===== src/rtl/mem_stage.sv =====
// Memory-access stage: formats loads/stores onto a req/ack data bus and returns one registered
// write-back result per instruction; ready_o stays low while a bus access is outstanding.
module mem_stage #(
  parameter int unsigned BUS_TIMEOUT = 0
) (
  input  logic        clk_i,
  input  logic        rst_n_i,
  input  logic        valid_i,
  output logic        ready_o,
  input  logic        flush_i,
  input  logic [31:0] alu_result_i,
  input  logic [31:0] rs2_i,
  input  logic [31:0] pc_plus4_i,
  input  logic        mem_rd_i,
  input  logic        mem_wr_i,
  input  logic [2:0]  mem_op_i,
  input  logic [1:0]  wb_sel_i,
  input  logic [4:0]  rd_addr_i,
  input  logic        reg_wr_i,
  output logic        dmem_req_o,
  output logic        dmem_we_o,
  output logic [31:0] dmem_addr_o,
  output logic [31:0] dmem_wdata_o,
  output logic [3:0]  dmem_be_o,
  input  logic        dmem_ack_i,
  input  logic [31:0] dmem_rdata_i,
  output logic        valid_o,
  output logic [31:0] wb_data_o,
  output logic [4:0]  rd_addr_o,
  output logic        reg_wr_o,
  output logic        misalign_o,
  output logic        bus_err_o
);

  typedef enum logic {S_IDLE, S_WAIT_ACK} state_t;
  typedef enum logic [1:0] {SZ_B, SZ_H, SZ_W} size_t;

  state_t      state_q, state_d;
  logic        req_q, req_d;
  logic        we_q, we_d;
  logic [31:0] addr_q, addr_d;
  logic [31:0] wdata_q, wdata_d;
  logic [3:0]  be_q, be_d;
  size_t       size_q, size_d;
  logic        uns_q, uns_d;
  logic [1:0]  wb_sel_q, wb_sel_d;
  logic [4:0]  rd_q, rd_d;
  logic        reg_wr_q, reg_wr_d;
  logic [31:0] pc4_q, pc4_d;
  logic        flush_q, flush_d;
  logic [31:0] tmr_q, tmr_d;

  logic        valid_q, valid_d;
  logic [31:0] wb_data_q, wb_data_d;
  logic [4:0]  rd_out_q, rd_out_d;
  logic        reg_wr_out_q, reg_wr_out_d;
  logic        misalign_q, misalign_d;
  logic        bus_err_q, bus_err_d;

  logic        accept;
  logic        is_mem;
  logic        misaligned;
  logic        timeout;
  logic        kill;
  size_t       size_in;
  logic [31:0] st_wdata;
  logic [3:0]  st_be;
  logic [31:0] lane;
  logic [31:0] ld_data;

  function automatic logic [31:0] sel_wb(input logic [1:0]  sel,
                                         input logic [31:0] alu,
                                         input logic [31:0] ld,
                                         input logic [31:0] pc4);
    case (sel)
      2'b01:   return ld;
      2'b10:   return pc4;
      default: return alu;
    endcase
  endfunction

  assign accept = valid_i && (state_q == S_IDLE) && !flush_i;
  assign is_mem = mem_rd_i || mem_wr_i;
  assign kill   = flush_q || flush_i;

  // Unsupported funct3 encodings fall through to word accesses.
  always_comb begin
    case (mem_op_i)
      3'b000, 3'b100: size_in = SZ_B;
      3'b001, 3'b101: size_in = SZ_H;
      default:        size_in = SZ_W;
    endcase
  end

  always_comb begin
    misaligned = 1'b0;
    case (size_in)
      SZ_H:    misaligned = alu_result_i[0];
      SZ_W:    misaligned = (alu_result_i[1:0] != 2'b00);
      default: misaligned = 1'b0;
    endcase
  end

  always_comb begin
    st_wdata = rs2_i;
    st_be    = 4'b1111;
    if (mem_wr_i) begin
      case (size_in)
        SZ_B: begin
          st_wdata = {4{rs2_i[7:0]}};
          st_be    = 4'b0001 << alu_result_i[1:0];
        end
        SZ_H: begin
          st_wdata = {2{rs2_i[15:0]}};
          st_be    = 4'b0011 << alu_result_i[1:0];
        end
        default: begin
          st_wdata = rs2_i;
          st_be    = 4'b1111;
        end
      endcase
    end
  end

  always_comb begin
    lane    = dmem_rdata_i >> {addr_q[1:0], 3'b000};
    ld_data = dmem_rdata_i;
    case (size_q)
      SZ_B:    ld_data = uns_q ? {24'd0, lane[7:0]}  : {{24{lane[7]}}, lane[7:0]};
      SZ_H:    ld_data = uns_q ? {16'd0, lane[15:0]} : {{16{lane[15]}}, lane[15:0]};
      default: ld_data = dmem_rdata_i;
    endcase
  end

  // Counter is zeroed on accept, so expiry lands exactly BUS_TIMEOUT cycles after req rises.
  always_comb begin
    timeout = 1'b0;
    if (BUS_TIMEOUT != 0) begin
      timeout = (tmr_q == BUS_TIMEOUT - 1);
    end
  end

  always_comb begin
    state_d      = state_q;
    req_d        = req_q;
    we_d         = we_q;
    addr_d       = addr_q;
    wdata_d      = wdata_q;
    be_d         = be_q;
    size_d       = size_q;
    uns_d        = uns_q;
    wb_sel_d     = wb_sel_q;
    rd_d         = rd_q;
    reg_wr_d     = reg_wr_q;
    pc4_d        = pc4_q;
    flush_d      = flush_q;
    tmr_d        = tmr_q;
    valid_d      = 1'b0;
    wb_data_d    = wb_data_q;
    rd_out_d     = rd_out_q;
    reg_wr_out_d = 1'b0;
    misalign_d   = 1'b0;
    bus_err_d    = 1'b0;

    case (state_q)
      S_IDLE: begin
        if (accept) begin
          if (!is_mem) begin
            valid_d      = 1'b1;
            wb_data_d    = sel_wb(wb_sel_i, alu_result_i, alu_result_i, pc_plus4_i);
            rd_out_d     = rd_addr_i;
            reg_wr_out_d = reg_wr_i;
          end else if (misaligned) begin
            valid_d      = 1'b1;
            misalign_d   = 1'b1;
            wb_data_d    = alu_result_i;
            rd_out_d     = rd_addr_i;
          end else begin
            state_d  = S_WAIT_ACK;
            req_d    = 1'b1;
            we_d     = mem_wr_i;
            addr_d   = alu_result_i;
            wdata_d  = st_wdata;
            be_d     = st_be;
            size_d   = size_in;
            uns_d    = mem_op_i[2];
            wb_sel_d = wb_sel_i;
            rd_d     = rd_addr_i;
            reg_wr_d = reg_wr_i && !mem_wr_i;
            pc4_d    = pc_plus4_i;
            flush_d  = 1'b0;
            tmr_d    = 32'd0;
          end
        end
      end

      S_WAIT_ACK: begin
        flush_d = kill;
        if (dmem_ack_i || timeout) begin
          state_d  = S_IDLE;
          req_d    = 1'b0;
          valid_d  = !kill;
          rd_out_d = rd_q;
          if (dmem_ack_i) begin
            wb_data_d    = sel_wb(wb_sel_q, addr_q, ld_data, pc4_q);
            reg_wr_out_d = reg_wr_q && !kill;
          end else begin
            wb_data_d = addr_q;
            bus_err_d = !kill;
          end
        end else begin
          tmr_d = tmr_q + 32'd1;
        end
      end

      default: state_d = S_IDLE;
    endcase
  end

  always_ff @(posedge clk_i or negedge rst_n_i) begin
    if (!rst_n_i) begin
      state_q      <= S_IDLE;
      req_q        <= 1'b0;
      we_q         <= 1'b0;
      addr_q       <= 32'd0;
      wdata_q      <= 32'd0;
      be_q         <= 4'd0;
      size_q       <= SZ_W;
      uns_q        <= 1'b0;
      wb_sel_q     <= 2'd0;
      rd_q         <= 5'd0;
      reg_wr_q     <= 1'b0;
      pc4_q        <= 32'd0;
      flush_q      <= 1'b0;
      tmr_q        <= 32'd0;
      valid_q      <= 1'b0;
      wb_data_q    <= 32'd0;
      rd_out_q     <= 5'd0;
      reg_wr_out_q <= 1'b0;
      misalign_q   <= 1'b0;
      bus_err_q    <= 1'b0;
    end else begin
      state_q      <= state_d;
      req_q        <= req_d;
      we_q         <= we_d;
      addr_q       <= addr_d;
      wdata_q      <= wdata_d;
      be_q         <= be_d;
      size_q       <= size_d;
      uns_q        <= uns_d;
      wb_sel_q     <= wb_sel_d;
      rd_q         <= rd_d;
      reg_wr_q     <= reg_wr_d;
      pc4_q        <= pc4_d;
      flush_q      <= flush_d;
      tmr_q        <= tmr_d;
      valid_q      <= valid_d;
      wb_data_q    <= wb_data_d;
      rd_out_q     <= rd_out_d;
      reg_wr_out_q <= reg_wr_out_d;
      misalign_q   <= misalign_d;
      bus_err_q    <= bus_err_d;
    end
  end

  assign ready_o      = (state_q == S_IDLE);
  assign dmem_req_o   = req_q;
  assign dmem_we_o    = we_q;
  assign dmem_addr_o  = {addr_q[31:2], 2'b00};
  assign dmem_wdata_o = wdata_q;
  assign dmem_be_o    = be_q;
  assign valid_o      = valid_q;
  assign wb_data_o    = wb_data_q;
  assign rd_addr_o    = rd_out_q;
  assign reg_wr_o     = reg_wr_out_q;
  assign misalign_o   = misalign_q;
  assign bus_err_o    = bus_err_q;

endmodule


===== config.mk =====
export PLATFORM = sky130hd
export DESIGN_NAME = mem_stage
export DESIGN_NICKNAME = d
export VERILOG_FILES = /design/src/rtl/mem_stage.sv
export SDC_FILE = /design/constraint.sdc
export NUM_CORES = 1
export LEC_CHECK = 0
export ABC_AREA = 1
export CAP_MARGIN = 20
export CORE_ASPECT_RATIO = 0.7
export CORE_MARGIN = 1
export CORE_UTILIZATION = 45
export DETAILED_ROUTE_END_ITERATION = 6
export HOLD_SLACK_MARGIN = 0.1
export PLACE_DENSITY = 0.77
export SLEW_MARGIN = 40
export SYNTH_ARGS = -nofsm -noshare
export SYNTH_HDL_FRONTEND = slang
export SYNTH_SLANG_ARGS = --single-unit

===== constraint.sdc =====
create_clock -name clk_i -period 4.85 [get_ports clk_i]
set_input_delay 0.485 -clock clk_i [delete_from_list [all_inputs] [get_ports clk_i]]
set_output_delay 0.485 -clock clk_i [all_outputs]
set_load 0.01 [all_outputs]

* Word level (Yosys, flattened, before mapping) *
Index checks and enable logic that the tools add are counted.

cells by class
  equality and inequality tests = 14
  shift-type cells = 3
  multiplexer cells = 47
  bitwise logic cells = 2
  reductions and logical operators = 19

operators with widths
  kind                                                                     count
  32-bit 2-to-1 mux                                                        8
  32-bit one-hot mux with 2 select lines                                   4
  32-bit by 5-bit right shift with 16-bit output                           1
  1-bit 2-to-1 mux                                                         21
  5-bit 2-to-1 mux                                                         4
  1-bit one-hot mux with 2 select lines                                    6
  5-bit one-hot mux with 2 select lines                                    1
  4-bit one-hot mux with 2 select lines                                    1
  4-bit AND reduction                                                      2
  2-bit by 1-bit == test with 1-bit output, second input constant          3
  2-bit == test, second input constant                                     3
  3-bit == test, second input constant                                     2
  3-bit AND reduction                                                      2
  1-bit logical AND                                                        4
  2-bit logical NOT                                                        2
  4-bit 2-to-1 mux                                                         1
  2-bit by 1-bit inequality test with 1-bit output, second input constant  2
  2-bit inequality test, second input constant                             2
  2-bit one-hot mux with 2 select lines                                    1
  2-bit OR reduction                                                       2
  1-bit by 2-bit << shifter with 4-bit output, first input constant        1
  2-bit by 2-bit << shifter with 4-bit output, first input constant        1
  3-bit by 1-bit == test with 1-bit output, second input constant          1
  1-bit logical NOT                                                        3
  5 further kinds                                                          7

word-level totals
  bits in registers = 155
  input port bits = 146

* Logic depth before layout (Yosys ltp) *
Gate-level depths: netlist of the first run.

  depth after elaboration = 9
  mapped depth = 13
  gate-level depth less buffers = 11

* Worst setup path after synthesis of the first run *
Ideal clock, no wire load.

  kind = input-to-reg
  start = input mem_wr_i
  end = register wb_data_q[23], in the netlist wb_data_o[23]
  setup time = 77 ps
  arrival time = 1595 ps
  slack = 3178 ps
  stages on the path = 7
  path buffers = 2
  cells stage by stage = nor2_1 nand3_1 clkbuf_1 clkbuf_1 a211oi_1 nor2_1 a21oi_1

between the ends
  cells in the longest elaborated chain, start to end = 4

RTL lines
  element                                 line  RTL
  start, declared                         15    input logic mem_wr_i,
  1-bit logical OR (*)                    83    assign is_mem = mem_rd_i || mem_wr_i;
  32-bit 2-to-1 mux                       168   if (!is_mem) begin
  32-bit 2-to-1 mux                       167   if (accept) begin
  32-bit one-hot mux with 2 select lines  165   case (state_q)
  end signal, assigned                    258   wb_data_q <= wb_data_d;
  end, declared                           54    logic [31:0] wb_data_q, wb_data_d;

Mark *: on every way between the ends. The rest lies on a longest branch, timed or not. The select of a mux whose other input is x is not followed.
A chain may end at the register's enable or synchronous reset.

* Worst setup path in the final report of the first run *
  start = input mem_op_i[1]
  end = register wb_data_q[20], in the netlist wb_data_o[20]

between the ends
  cells in the longest elaborated chain, start to end = 7

RTL lines
  element                                                                    line  RTL
  start, declared                                                            16    input logic [2:0] mem_op_i,
  3-bit by 1-bit == test with 1-bit output, or another cell as far along     88    case (mem_op_i)
  2-bit OR reduction                                                         88
  2-bit one-hot mux with 2 select lines (*)                                  88
  2-bit == test or 2-bit by 1-bit == test with 1-bit output (tied branches)  97    case (size_in)
  1-bit one-hot mux with 2 select lines (*)                                  97
  3-bit by 2-bit inequality test with 1-bit output (no source line) (*)      n/a
  3-bit AND reduction (no source line) (*)                                   n/a

Mark *: on every way between the ends. The rest lies on a longest branch, timed or not.

==> results of run 1 <==
synth_stat cells (2+ instances only):
master,number,share of area
nand2_1,367,0.16
nor2_1,172,0.077
dfrtp_1,154,0.46
a21oi_1,96,0.057
o21ai_0,90,0.053
inv_1,89,0.040
clkbuf_1,42,0.019
nand3_1,40,0.024
buf_4,36,0.032
a211oi_1,29,0.026
buf_2,22,0.013
o211ai_1,8,0.0071
o22ai_1,8,0.0059
o31ai_1,5,0.0045
o21ai_1,4,0.0024
clkinv_1,3,0.0013
buf_1,2,0.00089
ha_1,2,0.0030
layout make-up:
class                   count  area [sq um]  share of cell area
flip-flops and latches    155          3880               0.340
multi-input cells         834          3690               0.324
well taps                 236           295              0.0259
inverters                  93           349              0.0306
clock buffers              18           429              0.0376
clock inverters            14           135              0.0118
repair buffers            265          2630               0.230
per-layer routing:
metal / track usage / share of wire / up-vias
li1: - / - / 4103
met1: 0.427 / 0.45 / 3976
met2: 0.435 / 0.43 / 467
met3: 0.0701 / 0.10 / 40
met4: 0.0916 / 0.019 / 0
met5: 0 / 0 / -
power by group:
part | switching, mW | internal [mW]
clock network | 0.588 | 0.719
logic | 0.992 | 0.872
registers | 0.266 | 1.63
total | 1.85 | 3.22
critical path, stage by stage:
cell	delay, ns
clkdlybuf4s50_1	0.55
inv_1	0.08
nand2_1	0.30
nor2_1	0.12
o21ai_2	0.24
nand2_1	0.15
a21oi_4	0.55
inv_2	0.44
nor2_1	0.22
a21oi_1	0.07
flip-flops by register name, indices dropped and copies added (netlist names):
signal / flops
misalign_o: 1
pc4_q: 32
dmem_wdata_o: 32
reg_wr_o: 1
state_q: 1
valid_o: 1
rd_q: 5
reg_wr_q: 1
wb_sel_q: 2
wb_data_o: 32
size_q: 2
uns_q: 1
addr_q: 32
rd_addr_o: 5
flush_q: 1
dmem_we_o: 1
dmem_be_o: 4
dmem_req_o: 1
path summary, 6_finish.rpt:
check	slack, ns	from	cells past startpoint	to
min in group clk_i	0.48	pc4_q[25]	2	pc4_q[25]
max in group asynchronous	3.72	rst_n_i	2	pc4_q[8]
min reg2reg	0.48	pc4_q[25]	2	pc4_q[25]
max	1.93	mem_op_i[1]	10	wb_data_o[20]
max reg2reg	2.14	state_q	6	dmem_wdata_o[18]
min	0.09	rst_n_i	1	dmem_wdata_o[4]
logic make-up after synthesis:
| group | synth area share |
|---|---|
| flip-flops | 0.460 |
| AO/OA/AOI/OAI | 0.161 |
| AND/OR/NAND/NOR | 0.270 |
| adder cells (fa/ha/maj) | 0.00297 |
| buffers and inverters | 0.106 |
| other | 0.000445 |
per-stage QoR:
stage / setup slack [ns] / hold slack, ns
finish: 1.93 / 0.0853
global route: 1.69 / 0.136
CTS: 1.94 / 0.124
detailed placement: 1.53 / 0.465
global placement: 1.67 / 0.461
floorplan: 3.18 / 0.189
==> key figures, run 1 <==
Run status
  – Status: complete, but fails checks
  – Failing checks: DRC

Routing
  – Final wirelength: 27900 um
  – First drt pass iteration count: 7
  – Via Count: 8586
  – Final ANT Viol Nets: 0
  – Initial DRC count: 987
  – DR DRC count: 32
  – Vias per cell: 5.32
  – DR WL/cell: 17.3 um

Global route
  – Gr ovfl total: 0
  – GR Util All Layers: 0.294
  – First-pass GRT wire length: 43700 um
  – Vias in the first global route: 7964
  – Largest net degree at the start of global routing: 84
  – Initial antenna violation count: 0

Finish
  – Fraction of layout cells with a size suffix above 1: 0.0406
  – Post-route design area: 0.0114 sq mm
  – Area Growth Syn to Fin: 35.4%
  – Ant. Diodes: 0
  – Nets: 1514
  – Final Non-Filler Cells: 1615
  – Final Util: 0.629
  – Most frequent cells in the layout: 367 x nand2_1, 253 x clkdlybuf4s50_1, 170 x nor2_1, 153 x dfrtp_1, 96 x a21oi_1
  – FILL cells: 1574
  – Most common cell after layout, fill and taps aside: nand2_1

Synthesis
  – Syn Area/Cell: 7.14 sq um
  – Mapped Cells: 1182
  – Mapped cell area: 0.00843 sq mm
  – Netlist cell types: 31
  – #FFs+latches synth: 155
  – Top FF cell, synth: dfrtp_1
  – Synth warn: 0
  – Post-synth EDFFs: 0
  – Post-synth ARST share: 1.00
  – Seq/Total Area, Yosys: 0.460

STA
  – Slew Viols, Final: 0
  – Max-Slew Margin vs Limit: 0.544
  – Max Fclk: 342 MHz
  – Worst Tran Pin Value: 0.683 ns
  – RSZ-0062 raised after global routing: false
  – Setup_tns: 0 ns
  – Tmin final: 2.92 ns
  – Final hold vios: 0
  – Setup-failing EPs final: 0
  – Fin crit share: 0.603
  – Worst Clk Skew: 0.0104 ns

Floorplan
  – Row Count: 41
  – Placeable core area: 0.0182 sq mm
  – # IOs: 258
  – Initial Utilization: 0.464
  – Die outline width: 166 um
  – Die ar.: 0.0193 sq mm
  – Die Y-Extent: 117 um

Place
  – Detailed placement HPWL: 19600 um
  – Number of port buffers: 254
  – Routability cong.: 0.939
  – # placed instances: 1583
  – Post-DP Area: 0.0108 sq mm

Critical path
  – Critical path class: input port to register
  – Worst Path Required: 5.16 ns
  – Critical Path Start Type: input port
  – Critical Path Fanout Max: 31
  – Crit end category: register
  – Critical path arrival: 3.23 ns

Clock network
  – Post-CTS Setup Bufs: 0
  – Sink Count: 155
  – CTS Buffer Depth: 2
  – Cts hold-fix bufs: 0
  – H-tree depth: 4
  – Root Driver: clkbuf_16
  – Post-CTS sizing: 0
  – Clk slew on worst S/H paths: 0.07 ns
  – Clk_lat worst skew: 0.43 ns
  – Cts bufs inserted: 17
  – CTS tree: done

Power
  – Total Power: 5.07 mW
  – Pwr dens: 444 mW/mm^2
  – Pleak: 5.40 nW
  – Worst vdd ir: 0.000254 V

Hold path
  – HP Class: input port to asynchronous set/reset pin

Flow run
  – Max Cap Violations: 0
Power figures use the tool's default switching activity.
==> run 2: changes to the inputs <==
--- a/config.mk
+++ b/config.mk
@@ -9,7 +9,7 @@
 export CAP_MARGIN = 20
 export CORE_ASPECT_RATIO = 0.7
 export CORE_MARGIN = 1
-export CORE_UTILIZATION = 45
+export CORE_UTILIZATION = 43
 export DETAILED_ROUTE_END_ITERATION = 6
 export HOLD_SLACK_MARGIN = 0.1
 export PLACE_DENSITY = 0.77
==> constraint.sdc (replaced) <==
create_clock -name clk_i -period 2.43 [get_ports clk_i]
set_input_delay 0.243 -clock clk_i [delete_from_list [all_inputs] [get_ports clk_i]]
set_output_delay 0.243 -clock clk_i [all_outputs]
set_load 0.01 [all_outputs]
==> run 2 against run 1 <==
The flow now finishes without violations; total power grew 100%; critical endpoint is now ready_o; non-clock buffer count grew 25; sequential share of layout area shrank 0.94 points.
==> key figures, run 2 (synthesized netlist as in run 1, its figures left out) <==
Run status
  – Status: complete, no violations

Clock network
  – Sink Count: 155 (unchanged)
  – H-tree depth: 4 (unchanged)
  – Clk_lat worst skew: 0.44 ns (about the same)
  – CTS tree: done
  – Clk slew on worst S/H paths: 0.06 ns (about the same)
  – Cts bufs inserted: 17 (unchanged)
  – Post-CTS sizing: 0 (unchanged)
  – CTS Buffer Depth: 2 (unchanged)
  – Post-CTS Setup Bufs: 0 (unchanged)
  – Root Driver: clkbuf_16

Place
  – Post-place setup slack: 0.165 ns (-1.36 ns)
  – Routability cong.: 0.911 (-2.9%)
  – Detailed placement HPWL: 20600 um (+4.9%)
  – Number of port buffers: 254 (unchanged)

Critical path
  – Critical Path Fanout Max: 36 (+16%)
  – Critical path class: register to output port
  – CP Cell Sequence: buf_4, clkinv_1, clkdlybuf4s50_1
  – FF-to-FF path depth: 7 (+1)
  – Critical path arrival: 2.06 ns (-1.17 ns)
  – Worst Path Required: 2.19 ns (-2.97 ns)
  – Critical-path top delay cell: clkdlybuf4s50_1
  – Crit path largest cell delay: 0.54 ns (about the same)
  – Critical Path Start Type: register
  – Crit end category: output port

Power
  – Seq pwr share: 0.361 (-0.013)
  – Clock power frac: 0.258 (about the same)
  – Total Power: 10.3 mW (+100%)
  – Pwr dens: 879 mW/mm^2 (+98%)
  – Psw: 3.73 mW (+100%)
  – Pleak: 5.56 nW (+2.9%)
  – Internal Power: 6.58 mW (+100%)
  – Worst vdd ir: 0.000414 V (+63%)
  – Comb pwr share: 0.381 (+0.013)
  – Sw frac: 0.362 (-0.00232)

STA
  – RSZ-0062 raised after global routing: false
  – Worst Clk Skew: 0.0132 ns (+0.00282 ns)
  – Tmin final: 2.31 ns
  – Worst Tran Pin Value: 0.684 ns (+0.000678 ns)
  – Fin crit share: 0.949
  – Hold slack: 0.361 ns (+0.276 ns)
  – Setup-failing EPs final: 0 (unchanged)
  – Slew Viols, Final: 0 (unchanged)
  – Setup_tns: 0 ns (unchanged)
  – Max-Slew Margin vs Limit: 0.543 (-0.00112)
  – Final hold vios: 0 (unchanged)
  – Post-route setup slack: 0.124 ns (-1.80 ns)
  – Max Fclk: 434 MHz

Floorplan
  – Die ar.: 0.0202 sq mm (+4.6%)
  – Die Y-Extent: 119 um (+2.3%)
  – # IOs: 258 (unchanged)
  – Row Count: 42 (+2.4%)
  – Die outline width: 169 um (+2.3%)
  – Placeable core area: 0.0191 sq mm (+5.0%)
  – Initial Utilization: 0.442 (-0.0223)

Routing
  – Initial DRC count: 869 (-12%)
  – First drt pass iteration count: 6 (-1)
  – Final wirelength: 28400 um (+1.7%)
  – DR DRC count: 0 (-100%)
  – Via Count: 8694 (+1.3%)
  – Vias per cell: 5.21 (-2.0%)
  – DR WL/cell: 17.0 um (-1.6%)
  – Final ANT Viol Nets: 0 (unchanged)

Finish
  – Reg area: 0.00388 sq mm (about the same)
  – Nets: 1539 (+1.7%)
  – Multi-input logic area: 0.00369 sq mm (about the same)
  – Area Growth Syn to Fin: 39.1%
  – Most frequent cells in the layout: 367 x nand2_1, 253 x clkdlybuf4s50_1, 171 x nor2_1, 153 x dfrtp_1, 96 x a21oi_1
  – Fraction of layout cells with a size suffix above 1: 0.0570 (+0.0164)
  – Most common cell after layout, fill and taps aside: nand2_1
  – FILL cells: 1663 (+5.7%)

Global route
  – First-pass GRT wire length: 44800 um (+2.4%)
  – Vias in the first global route: 8215 (+3.2%)
  – GR Util met1: 0.433 (+0.00551)
  – Gr busiest metal: met1
  – Initial antenna violation count: 2 (+2)
  – GR Util All Layers: 0.288 (-0.00607)
  – Global-route track usage on met3: 0.0628 (-0.00733)
  – Met2 GRT Util: 0.400 (-0.0351)
  – Largest net degree at the start of global routing: 80 (-4.8%)
  – Gr ovfl total: 0 (unchanged)

Hold path
  – WHS Path Cells: 3
  – HP Class: input port to register

Flow run
  – Max Cap Violations: 0 (unchanged)
run 2: final timing paths:
kind | startpoint | to | slack [ns]
worst min-delay path | mem_op_i[2] | uns_q | 0.36
max in group asynchronous | rst_n_i | size_q[1] | 1.25
worst max-delay path | state_q | ready_o | 0.12
worst min register to register | pc4_q[24] | pc4_q[24] | 0.48
min in group asynchronous | rst_n_i | dmem_wdata_o[21] | 0.38
worst max register to register | state_q | wb_data_o[23] | 0.40
run 2: per-layer routing:
layer  part of all wire  vias to the layer above
met2               0.42                      390
li1                   -                     4166
met1               0.47                     4085
met5                  0                        -
met3              0.084                       53
met4              0.027                        0
run 2: metrics by stage:
| step | instances | utilization | instance area, sq um |
|---|---|---|---|
| 3_5_place_dp | 1635 | 0.584 | 11100 |
| 3_3_place_gp | 1635 | 0.584 | 11100 |
| 4_1_cts | 1668 | 0.615 | 11700 |
| 5_1_grt | 1669 | 0.615 | 11700 |
| 2_1_floorplan | 1184 | - | 8440 |
| 6_report | 1669 | 0.615 | 11700 |
run 2: power groups by stage:
stage / Combinational (mW) / Clock (mW) / Sequential (mW)
floorplan: 1.97 / 0 / 3.80
global placement: 3.83 / 0 / 3.72
detailed placement: 3.90 / 0 / 3.74
CTS: 3.93 / 2.68 / 3.71
global route: 4.32 / 2.79 / 3.79
finish: 3.93 / 2.66 / 3.72
run 2: timing repair:
item	CTS	global route
endpoints found under the hold margin	57	0
hold buffers	1	0
endpoints found under the setup margin	0	0
run 2: area by class of cell:
type	instances	share of cell area
well taps	264	0.0282
clock inverters	13	0.0114
clock buffers	19	0.0386
inverters	93	0.0298
repair buffers	290	0.246
diodes	1	0.000213
multi-input cells	834	0.315
flip-flops and latches	155	0.331
run 2: worst max-delay path, delay by kind of cell, from the launching register on:
family | cells | cell delay [ns]
flops | 1 | 0.39
buf+inv | 3 | 1.23
